<file path="config.mk">
export PLATFORM = sky130hd
export DESIGN_NAME = vga_timing_gen
export DESIGN_NICKNAME = d
export VERILOG_FILES = /design/src/rtl/vga_timing_pkg.sv /design/src/rtl/vga_timing_gen_axis_counter.sv /design/src/rtl/vga_timing_gen.sv
export SDC_FILE = /design/constraint.sdc
export NUM_CORES = 1
export LEC_CHECK = 0
export CAP_MARGIN = 20
export CORE_AREA = 2 2 82 84
export DETAILED_ROUTE_END_ITERATION = 12
export DIE_AREA = 0 0 84 86
export PLACE_DENSITY = 0.63
export SLEW_MARGIN = 20
export SYNTH_ARGS = -nofsm -noshare
export SYNTH_HDL_FRONTEND = slang
export SYNTH_SLANG_ARGS = --single-unit
</file>
<file path="constraint.sdc">
create_clock -name clk -period 6.93 [get_ports clk]
set_clock_uncertainty 0.15 [all_clocks]
set_input_delay 0.693 -clock clk [delete_from_list [all_inputs] [get_ports clk]]
set_output_delay 0.693 -clock clk [all_outputs]
set_load 0.05 [all_outputs]
</file>
<file path="src/rtl/vga_timing_pkg.sv">
`default_nettype none
// ============================================================================
// Module      : vga_timing_pkg
// Description : Shared definitions for the VGA raster timing generator.
//               Named video-mode timings (640x480@60, 800x600@60) and helper
//               functions that derive line/frame totals and the reset
//               position of the look-ahead fetch counter.
// Ports       : none (package)
// Revision    : 1.0 - initial release
// ============================================================================
package vga_timing_pkg;

    // Timing of one raster axis: active region, front porch, sync, back porch
    // and the active level of the sync pulse.
    typedef struct packed {
        logic [15:0] res;
        logic [15:0] fp;
        logic [15:0] sync;
        logic [15:0] bp;
        logic        pol;
    } vga_axis_t;

    typedef struct packed {
        vga_axis_t h;
        vga_axis_t v;
    } vga_mode_t;

    // Industry-standard 640x480 @ 60 Hz (25.175 MHz pixel clock), both syncs
    // active-low.
    localparam vga_mode_t c_mode_640x480_60 = '{
        h: '{res: 16'd640, fp: 16'd16, sync: 16'd96,  bp: 16'd48, pol: 1'b0},
        v: '{res: 16'd480, fp: 16'd10, sync: 16'd2,   bp: 16'd33, pol: 1'b0}
    };

    // 800x600 @ 60 Hz (40 MHz pixel clock), both syncs active-high.
    localparam vga_mode_t c_mode_800x600_60 = '{
        h: '{res: 16'd800, fp: 16'd40, sync: 16'd128, bp: 16'd88, pol: 1'b1},
        v: '{res: 16'd600, fp: 16'd1,  sync: 16'd4,   bp: 16'd23, pol: 1'b1}
    };

    // Pixels per line including blanking.
    function automatic int calc_h_total(input int x_res, input int fp,
                                        input int sync, input int bp);
        return x_res + fp + sync + bp;
    endfunction

    // Lines per frame including blanking.
    function automatic int calc_v_total(input int y_res, input int fp,
                                        input int sync, input int bp);
        return y_res + fp + sync + bp;
    endfunction

    // The display counters reset to the last pixel of the frame. The fetch
    // counter sits LOOKAHEAD pixels further on, which wraps into the first
    // line of the next frame whenever LOOKAHEAD is non-zero (LOOKAHEAD is
    // always less than a line).
    function automatic int fetch_rst_x(input int lookahead, input int h_total);
        return (lookahead == 0) ? (h_total - 1) : (lookahead - 1);
    endfunction

    function automatic int fetch_rst_y(input int lookahead, input int v_total);
        return (lookahead == 0) ? (v_total - 1) : 0;
    endfunction

endpackage : vga_timing_pkg
`default_nettype wire

</file>
<file path="src/rtl/vga_timing_gen_axis_counter.sv">
`default_nettype none
// ============================================================================
// Module      : timing_axis_counter
// Description : Parametrised wrapping counter for one raster axis. Counts
//               0..TOTAL-1 on each cycle where i_en is high and wraps to 0.
//               Also exposes its next-state value so downstream decodes can
//               be registered in step with the count itself.
// Ports       : clk     - clock
//               rst_n   - synchronous reset, active-low (loads RESET_VAL)
//               i_en    - advance by one this cycle
//               o_count - current count (registered)
//               o_next  - value the counter will hold after this edge
//               o_wrap  - high when this edge wraps TOTAL-1 -> 0
// Revision    : 1.0 - initial release
// ============================================================================
module timing_axis_counter
    import vga_timing_pkg::*;
#(
    parameter int TOTAL     = 800,
    parameter int WIDTH     = 10,
    parameter int RESET_VAL = 799
) (
    input  logic             clk,
    input  logic             rst_n,
    input  logic             i_en,
    output logic [WIDTH-1:0] o_count,
    output logic [WIDTH-1:0] o_next,
    output logic             o_wrap
);

    localparam logic [WIDTH-1:0] c_last = WIDTH'(TOTAL - 1);
    localparam logic [WIDTH-1:0] c_rst  = WIDTH'(RESET_VAL);

    logic [WIDTH-1:0] r_count_q;
    logic [WIDTH-1:0] w_count_d;
    logic             w_at_last;

    always_comb begin
        w_at_last = (r_count_q == c_last);
        w_count_d = r_count_q;
        if (i_en) begin
            // Explicit wrap compare: TOTAL is rarely a power of two, so the
            // counter must never run past TOTAL-1.
            w_count_d = w_at_last ? '0 : (r_count_q + WIDTH'(1));
        end
    end

    always_ff @(posedge clk) begin
        if (!rst_n) begin
            r_count_q <= c_rst;
        end else begin
            r_count_q <= w_count_d;
        end
    end

    assign o_count = r_count_q;
    assign o_next  = w_count_d;
    assign o_wrap  = i_en && w_at_last;

endmodule : timing_axis_counter
`default_nettype wire

</file>
<file path="src/rtl/vga_timing_gen.sv">
`default_nettype none
// ============================================================================
// Module      : vga_timing_gen
// Description : Parametrised VGA raster timing generator. Produces X/Y raster
//               counters, registered hsync/vsync with selectable polarity,
//               a display-enable, one-clock line/frame start strobes and a
//               look-ahead fetch coordinate for fixed-latency framebuffer
//               reads. Runs from a fast system clock via pixel_en.
// Ports       : clk             - system/pixel clock
//               rst_n           - synchronous reset, active-low
//               pixel_en        - raster advances one pixel when high
//               counter_x/y     - current raster position
//               hsync/vsync     - sync outputs, polarity per *_SYNC_POL
//               in_display_area - current position is in the active area
//               line_start      - one-clk strobe on entering x=0
//               frame_start     - one-clk strobe on entering (0,0)
//               fetch_x/y       - position LOOKAHEAD pixels ahead
//               fetch_valid     - fetch position is in the active area
// Revision    : 1.0 - initial release
// ============================================================================
module vga_timing_gen
    import vga_timing_pkg::*;
#(
    parameter int   X_RES         = int'(c_mode_640x480_60.h.res),
    parameter int   Y_RES         = int'(c_mode_640x480_60.v.res),
    parameter int   H_FRONT_PORCH = int'(c_mode_640x480_60.h.fp),
    parameter int   H_SYNC        = int'(c_mode_640x480_60.h.sync),
    parameter int   H_BACK_PORCH  = int'(c_mode_640x480_60.h.bp),
    parameter int   V_FRONT_PORCH = int'(c_mode_640x480_60.v.fp),
    parameter int   V_SYNC        = int'(c_mode_640x480_60.v.sync),
    parameter int   V_BACK_PORCH  = int'(c_mode_640x480_60.v.bp),
    parameter logic H_SYNC_POL    = c_mode_640x480_60.h.pol,
    parameter logic V_SYNC_POL    = c_mode_640x480_60.v.pol,
    parameter int   COUNTER_WIDTH = 10,
    parameter int   LOOKAHEAD     = 0
) (
    input  logic                     clk,
    input  logic                     rst_n,
    input  logic                     pixel_en,
    output logic [COUNTER_WIDTH-1:0] counter_x,
    output logic [COUNTER_WIDTH-1:0] counter_y,
    output logic                     hsync,
    output logic                     vsync,
    output logic                     in_display_area,
    output logic                     line_start,
    output logic                     frame_start,
    output logic [COUNTER_WIDTH-1:0] fetch_x,
    output logic [COUNTER_WIDTH-1:0] fetch_y,
    output logic                     fetch_valid
);

    // ------------------------------------------------------------------
    // Derived constants
    // ------------------------------------------------------------------
    localparam int c_h_total = calc_h_total(X_RES, H_FRONT_PORCH, H_SYNC, H_BACK_PORCH);
    localparam int c_v_total = calc_v_total(Y_RES, V_FRONT_PORCH, V_SYNC, V_BACK_PORCH);

    localparam int c_fetch_x_rst = fetch_rst_x(LOOKAHEAD, c_h_total);
    localparam int c_fetch_y_rst = fetch_rst_y(LOOKAHEAD, c_v_total);

    // Decode boundaries held at 32 bits so a sync pulse ending exactly at
    // the line/frame total (zero back porch) cannot overflow the counter
    // width.
    localparam logic [31:0] c_x_res    = 32'(X_RES);
    localparam logic [31:0] c_y_res    = 32'(Y_RES);
    localparam logic [31:0] c_hs_start = 32'(X_RES + H_FRONT_PORCH);
    localparam logic [31:0] c_hs_end   = 32'(X_RES + H_FRONT_PORCH + H_SYNC);
    localparam logic [31:0] c_vs_start = 32'(Y_RES + V_FRONT_PORCH);
    localparam logic [31:0] c_vs_end   = 32'(Y_RES + V_FRONT_PORCH + V_SYNC);

    localparam logic c_fetch_valid_rst = (c_fetch_x_rst < X_RES) && (c_fetch_y_rst < Y_RES);

    // ------------------------------------------------------------------
    // Elaboration-time parameter checks
    // ------------------------------------------------------------------
    if ((c_h_total - 1) >= (1 << COUNTER_WIDTH)) begin : g_chk_h_width
        $error("vga_timing_gen: H_TOTAL-1 does not fit in COUNTER_WIDTH bits");
    end
    if ((c_v_total - 1) >= (1 << COUNTER_WIDTH)) begin : g_chk_v_width
        $error("vga_timing_gen: V_TOTAL-1 does not fit in COUNTER_WIDTH bits");
    end
    if ((LOOKAHEAD < 0) || (LOOKAHEAD >= c_h_total)) begin : g_chk_lookahead
        $error("vga_timing_gen: LOOKAHEAD must satisfy 0 <= LOOKAHEAD < H_TOTAL");
    end

    // ------------------------------------------------------------------
    // Display and fetch counters
    // ------------------------------------------------------------------
    logic [COUNTER_WIDTH-1:0] w_x_q,  w_x_next;
    logic [COUNTER_WIDTH-1:0] w_y_q,  w_y_next;
    logic [COUNTER_WIDTH-1:0] w_fx_q, w_fx_next;
    logic [COUNTER_WIDTH-1:0] w_fy_q, w_fy_next;
    logic                     w_x_wrap, w_y_wrap, w_fx_wrap;
    // The fetch frame wrap has no consumer: only the display frame wrap
    // produces frame_start.
    logic                     w_unused_fy_wrap;

    timing_axis_counter #(
        .TOTAL     (c_h_total),
        .WIDTH     (COUNTER_WIDTH),
        .RESET_VAL (c_h_total - 1)
    ) u_disp_x (
        .clk     (clk),
        .rst_n   (rst_n),
        .i_en    (pixel_en),
        .o_count (w_x_q),
        .o_next  (w_x_next),
        .o_wrap  (w_x_wrap)
    );

    // Lines advance only on an enabled end-of-line; w_x_wrap already
    // includes pixel_en.
    timing_axis_counter #(
        .TOTAL     (c_v_total),
        .WIDTH     (COUNTER_WIDTH),
        .RESET_VAL (c_v_total - 1)
    ) u_disp_y (
        .clk     (clk),
        .rst_n   (rst_n),
        .i_en    (w_x_wrap),
        .o_count (w_y_q),
        .o_next  (w_y_next),
        .o_wrap  (w_y_wrap)
    );

    // The fetch pair is a free-running copy started LOOKAHEAD pixels
    // further on. Since both pairs see the same enables, the offset holds
    // for ever, including across line and frame wraps.
    timing_axis_counter #(
        .TOTAL     (c_h_total),
        .WIDTH     (COUNTER_WIDTH),
        .RESET_VAL (c_fetch_x_rst)
    ) u_fetch_x (
        .clk     (clk),
        .rst_n   (rst_n),
        .i_en    (pixel_en),
        .o_count (w_fx_q),
        .o_next  (w_fx_next),
        .o_wrap  (w_fx_wrap)
    );

    timing_axis_counter #(
        .TOTAL     (c_v_total),
        .WIDTH     (COUNTER_WIDTH),
        .RESET_VAL (c_fetch_y_rst)
    ) u_fetch_y (
        .clk     (clk),
        .rst_n   (rst_n),
        .i_en    (w_fx_wrap),
        .o_count (w_fy_q),
        .o_next  (w_fy_next),
        .o_wrap  (w_unused_fy_wrap)
    );

    // ------------------------------------------------------------------
    // Registered decodes
    // Decoding the next-state coordinates and registering the result puts
    // the decodes in the same cycle as the counters they describe. When
    // pixel_en is low the next state equals the current state, so the
    // decodes hold without extra logic.
    // ------------------------------------------------------------------
    logic w_hs_active, w_vs_active;
    logic w_hsync_d, w_vsync_d, w_de_d, w_line_start_d, w_frame_start_d, w_fetch_valid_d;
    logic r_hsync_q, r_vsync_q, r_de_q, r_line_start_q, r_frame_start_q, r_fetch_valid_q;

    always_comb begin
        w_hs_active     = (32'(w_x_next) >= c_hs_start) && (32'(w_x_next) < c_hs_end);
        w_vs_active     = (32'(w_y_next) >= c_vs_start) && (32'(w_y_next) < c_vs_end);
        w_hsync_d       = w_hs_active ? H_SYNC_POL : ~H_SYNC_POL;
        w_vsync_d       = w_vs_active ? V_SYNC_POL : ~V_SYNC_POL;
        w_de_d          = (32'(w_x_next) < c_x_res) && (32'(w_y_next) < c_y_res);
        w_fetch_valid_d = (32'(w_fx_next) < c_x_res) && (32'(w_fy_next) < c_y_res);
        // Wrap flags are already gated by pixel_en, so the strobes drop to
        // zero on any disabled cycle.
        w_line_start_d  = w_x_wrap;
        w_frame_start_d = w_y_wrap;
    end

    always_ff @(posedge clk) begin
        if (!rst_n) begin
            r_hsync_q       <= ~H_SYNC_POL;
            r_vsync_q       <= ~V_SYNC_POL;
            r_de_q          <= 1'b0;
            r_line_start_q  <= 1'b0;
            r_frame_start_q <= 1'b0;
            r_fetch_valid_q <= c_fetch_valid_rst;
        end else begin
            r_hsync_q       <= w_hsync_d;
            r_vsync_q       <= w_vsync_d;
            r_de_q          <= w_de_d;
            r_line_start_q  <= w_line_start_d;
            r_frame_start_q <= w_frame_start_d;
            r_fetch_valid_q <= w_fetch_valid_d;
        end
    end

    // ------------------------------------------------------------------
    // Outputs
    // ------------------------------------------------------------------
    assign counter_x       = w_x_q;
    assign counter_y       = w_y_q;
    assign fetch_x         = w_fx_q;
    assign fetch_y         = w_fy_q;
    assign hsync           = r_hsync_q;
    assign vsync           = r_vsync_q;
    assign in_display_area = r_de_q;
    assign line_start      = r_line_start_q;
    assign frame_start     = r_frame_start_q;
    assign fetch_valid     = r_fetch_valid_q;

endmodule : vga_timing_gen
`default_nettype wire

</file>
==> summary.txt <==
STA
  – Final Max Slew Viols: 0
  – Max Clk Rate: ~330 MHz
  – Worst Tran Pin Value: 0.835 ns
  – Tcrit/Tclk final: 43.2%
  – Worst Hold Slack: approximately 0.41 ns
  – Post-route minimum period: roughly 3 ns
  – Post-route setup slack: approximately 3.9 ns
  – Slew margin rel.: 43.8%
  – Final Hold Viols: 0
  – Setup tns final: 0 ns
  – RSZ-0062 raised after global routing: no
  – Final setup viols: 0

CTS
  – Htree depth: 2
  – Num CTS Buffers: 5
  – CTS Sinks: 46
  – # Post-CTS Setup Buffers: 0
  – CTS Buffer Depth: 2
  – Clk Tree Root Cell: clkbuf_8
  – Worst-path clk slew: 0.09 ns
  – # hold bufs at CTS: 0
  – Worst skew pair latency: approximately 0.3 ns
  – Post-CTS sizing: 0
  – CTS tree: done

Cells and area
  – Nets: around 340
  – Multi-input gate area: approximately 0.0015 mm2
  – Layout cells sized above 1: between 5 and 6%
  – Post-Route Utilization: 49.4%
  – Number of inserted diodes: 0
  – Area grow syn2layout: 25.0%
  – Most common cell after layout, fill and taps aside: clkdlybuf4s50_1
  – Register area: a little over 900 um2
  – Commonest non-fill, non-tap cells in the layout: clkdlybuf4s50_1 (48), dfxtp_1 (46), nand2_1 (24)
  – Fillers: roughly 600

Synthesis
  – Mapped Area: around 0.0025 mm2
  – Avg Cell Area, Syn: 8.47 um2
  – Netlist cell types: 49
  – Post-synth top area cell: dfxtp_1
  – EDFF count, synth: 0
  – Mux cell area share after synthesis: 0%
  – Async set-or-reset flop fraction in the synthesized netlist: 0%
  – Synth top area cells: dfxtp_1 (37%), xnor2_1 (4.6%), xor2_1 (4.2%), nand2_1 (3.6%), nand3_1 (3.4%)
  – Post-Synthesis Net Count: 302
  – Register bit count reported by yosys: 46
  – Top-area cell type share of the netlist area: ~37%
  – Post-synth top flop: dfxtp_1
  – Cells after Synth: between 200 and 300
  – Synth warn: 0
  – Post-Synth Adder-Cell Area: around 3%
  – Post-synthesis compound-gate area fraction: 15.9%
  – XOR/XNOR Fraction of Synth Area: 8.83%
  – Combinational family with the most area after synthesis: simple AND/OR/NAND/NOR gates
  – Simple-gate share of the synthesized area: roughly 31%
  – Sequential element share of the synthesized area: a little under two fifths

Pwr
  – Int Pwr: roughly 0.00050 W
  – Switching pwr: roughly 0.00031 W
  – Power share of the clock group: approximately a quarter
  – Sw Share: between 30% and 40%
  – Total power: about 0.00081 W
  – Power density cells: 262 mW/mm2
  – Max VDD drop: 0.139 mV
  – Sequential Power Share: ~41%
  – P_leak: 1.13 nW
  – Combinational share of power: between 30% and 40%

Placement
  – Gpl congestion: 0.874
  – I/O Buffers: 48
  – DP Worst Slack: roughly 3.6 ns
  – Post-DP HPWL: slightly above 4 mm

Routing
  – Met1 WL: roughly 2.8 mm
  – Routed WL per cell: between 10 and 15 um
  – DRC viols: 0
  – Vias/cell: roughly 5.6
  – DR pass1 iterations: 4
  – Final wirelength: 5.86 mm
  – DR vias: 2,294
  – Final ANT Viol Nets: 0
  – Initial DRC count: around 110
  – Top Layer Used: met4
  – DR WL met2: 2.80 mm
  – WL met3: approximately 250 um

Die
  – Row count: 29
  – Core area: about 0.0063 mm2
  – Die area: around 0.0072 mm2
  – Starting Density: a little under 40%
  – Die Wd: ~84 um
  – Die H: between 80 and 90 um
  – Number of top-level pins: between 40 and 50

Setup path
  – Worst Path Max Fanout: 17
  – Worst EP required: ~7.0 ns
  – Crit end category: flop
  – Critical path start-end classification: in2reg
  – Worst path cell trace: clkdlybuf4s50_1 > inv_1 > or4_4 > o21ai_0 > nor2_1
  – Critical Path Max Stage Delay: 0.81 ns
  – Critical path startpoint category: primary input
  – CP delay by family, top: buffers and inverters
  – CP Buf/Inv Count: 2
  – Crit path DAT: approximately 3.0 ns
  – Slowest stage cell on the critical path: clkdlybuf4s50_1

Min path
  – Hold Path Class: reg2reg

Job
  – Max-Cap Viols: 0

Global routing
  – Overflow after GRT: 0
  – Initial antenna violation count: 0
  – Vias in the first global route: between 2k and 2.5k
  – Gr usage total: between 10% and 20%
  – First-pass GRT wire length: 10.2 mm
  – Largest net degree at the start of global routing: 35

Outcome
  – Status: finished clean
-- path summary, 6_finish.rpt --
kind / end / startpoint / slack (ns) / depth (start not counted)
max: u_disp_y.o_count[8] / pixel_en / 3.94 / 5
min: u_disp_x.o_count[9] / u_disp_x.o_count[9] / 0.41 / 2
max reg2reg: u_disp_y.o_count[8] / u_disp_x.o_count[0] / 4.25 / 5
min reg2reg: u_disp_x.o_count[9] / u_disp_x.o_count[9] / 0.41 / 2
-- worst reg2reg max path, delay by kind of cell, from the launching register on --
family	cells	cell delay [ns]
AOI/OAI and AO/OA	1	0.53
and+or+nand+nor	3	1.19
DFF	1	0.44
adders and majority gates	1	0.24
-- synthesized netlist by cell type (4+ instances only) --
| library cell | n |
|---|---|
| nor3_1 | 12 |
| o31ai_1 | 5 |
| and3_1 | 7 |
| nor2_1 | 22 |
| a21boi_0 | 5 |
| xnor2_1 | 13 |
| and2_1 | 5 |
| nand3_1 | 17 |
| dfxtp_1 | 46 |
| o31a_1 | 4 |
| xor2_1 | 12 |
| inv_1 | 7 |
| ha_1 | 6 |
| nor4_1 | 7 |
| clkbuf_1 | 15 |
| nand2_1 | 24 |
| nand4_1 | 12 |
| o21ai_0 | 17 |
-- through the flow --
step	std cells	instance area [um2]
after detailed placement	402	2990
final	409	3100
after global routing	409	3100
after CTS	409	3100
after floorplan	293	2480
after global placement	402	2990
-- metal layers --
layer | GRT usage [%] | vias to the layer above
li1 | - | 1147
met3 | 3.46 | 5
met5 | 0 | -
met4 | 4.40 | 0
met2 | 27.6 | 71
met1 | 22.8 | 1071
-- cell type report --
type	instances	share of cell area [%]
multi-input combinational	222	46.8
sequential	46	29.7
timing repair buffer	50	16.0
tap	77	3.11
clock buffer	6	2.66
clock inverter	1	0.968
inverter	7	0.847
-- flip-flops by register name, indices dropped and copies added, names as in the netlist --
| register | count |
|---|---|
| hsync | 1 |
| u_disp_x.o_count | 10 |
| u_fetch_y.o_count | 10 |
| u_fetch_x.o_count | 10 |
| line_start | 1 |
| u_disp_y.o_count | 10 |
| vsync | 1 |
| frame_start | 1 |
| in_display_area | 1 |
| fetch_valid | 1 |
-- power groups by stage --
stage	Combinational, W	Sequential, W	Clock, W
2_1_floorplan	0.000133	0.000401	0
3_3_place_gp	0.000276	0.000334	0
3_5_place_dp	0.000278	0.000334	0
4_1_cts	0.000279	0.000328	0.000211
5_1_grt	0.000300	0.000334	0.000223
6_report	0.000277	0.000328	0.000206
-- kinds of logic after synthesis --
| kind of cell | after synthesis |
|---|---|
| and+or+nand+nor | 134 |
| AOI/OAI and AO/OA | 57 |
| DFF | 46 |
| xor gates and xnor gates | 25 |
| buffers and inverters | 25 |
| adders and majority gates | 6 |
Power figures use the tool's default switching activity.
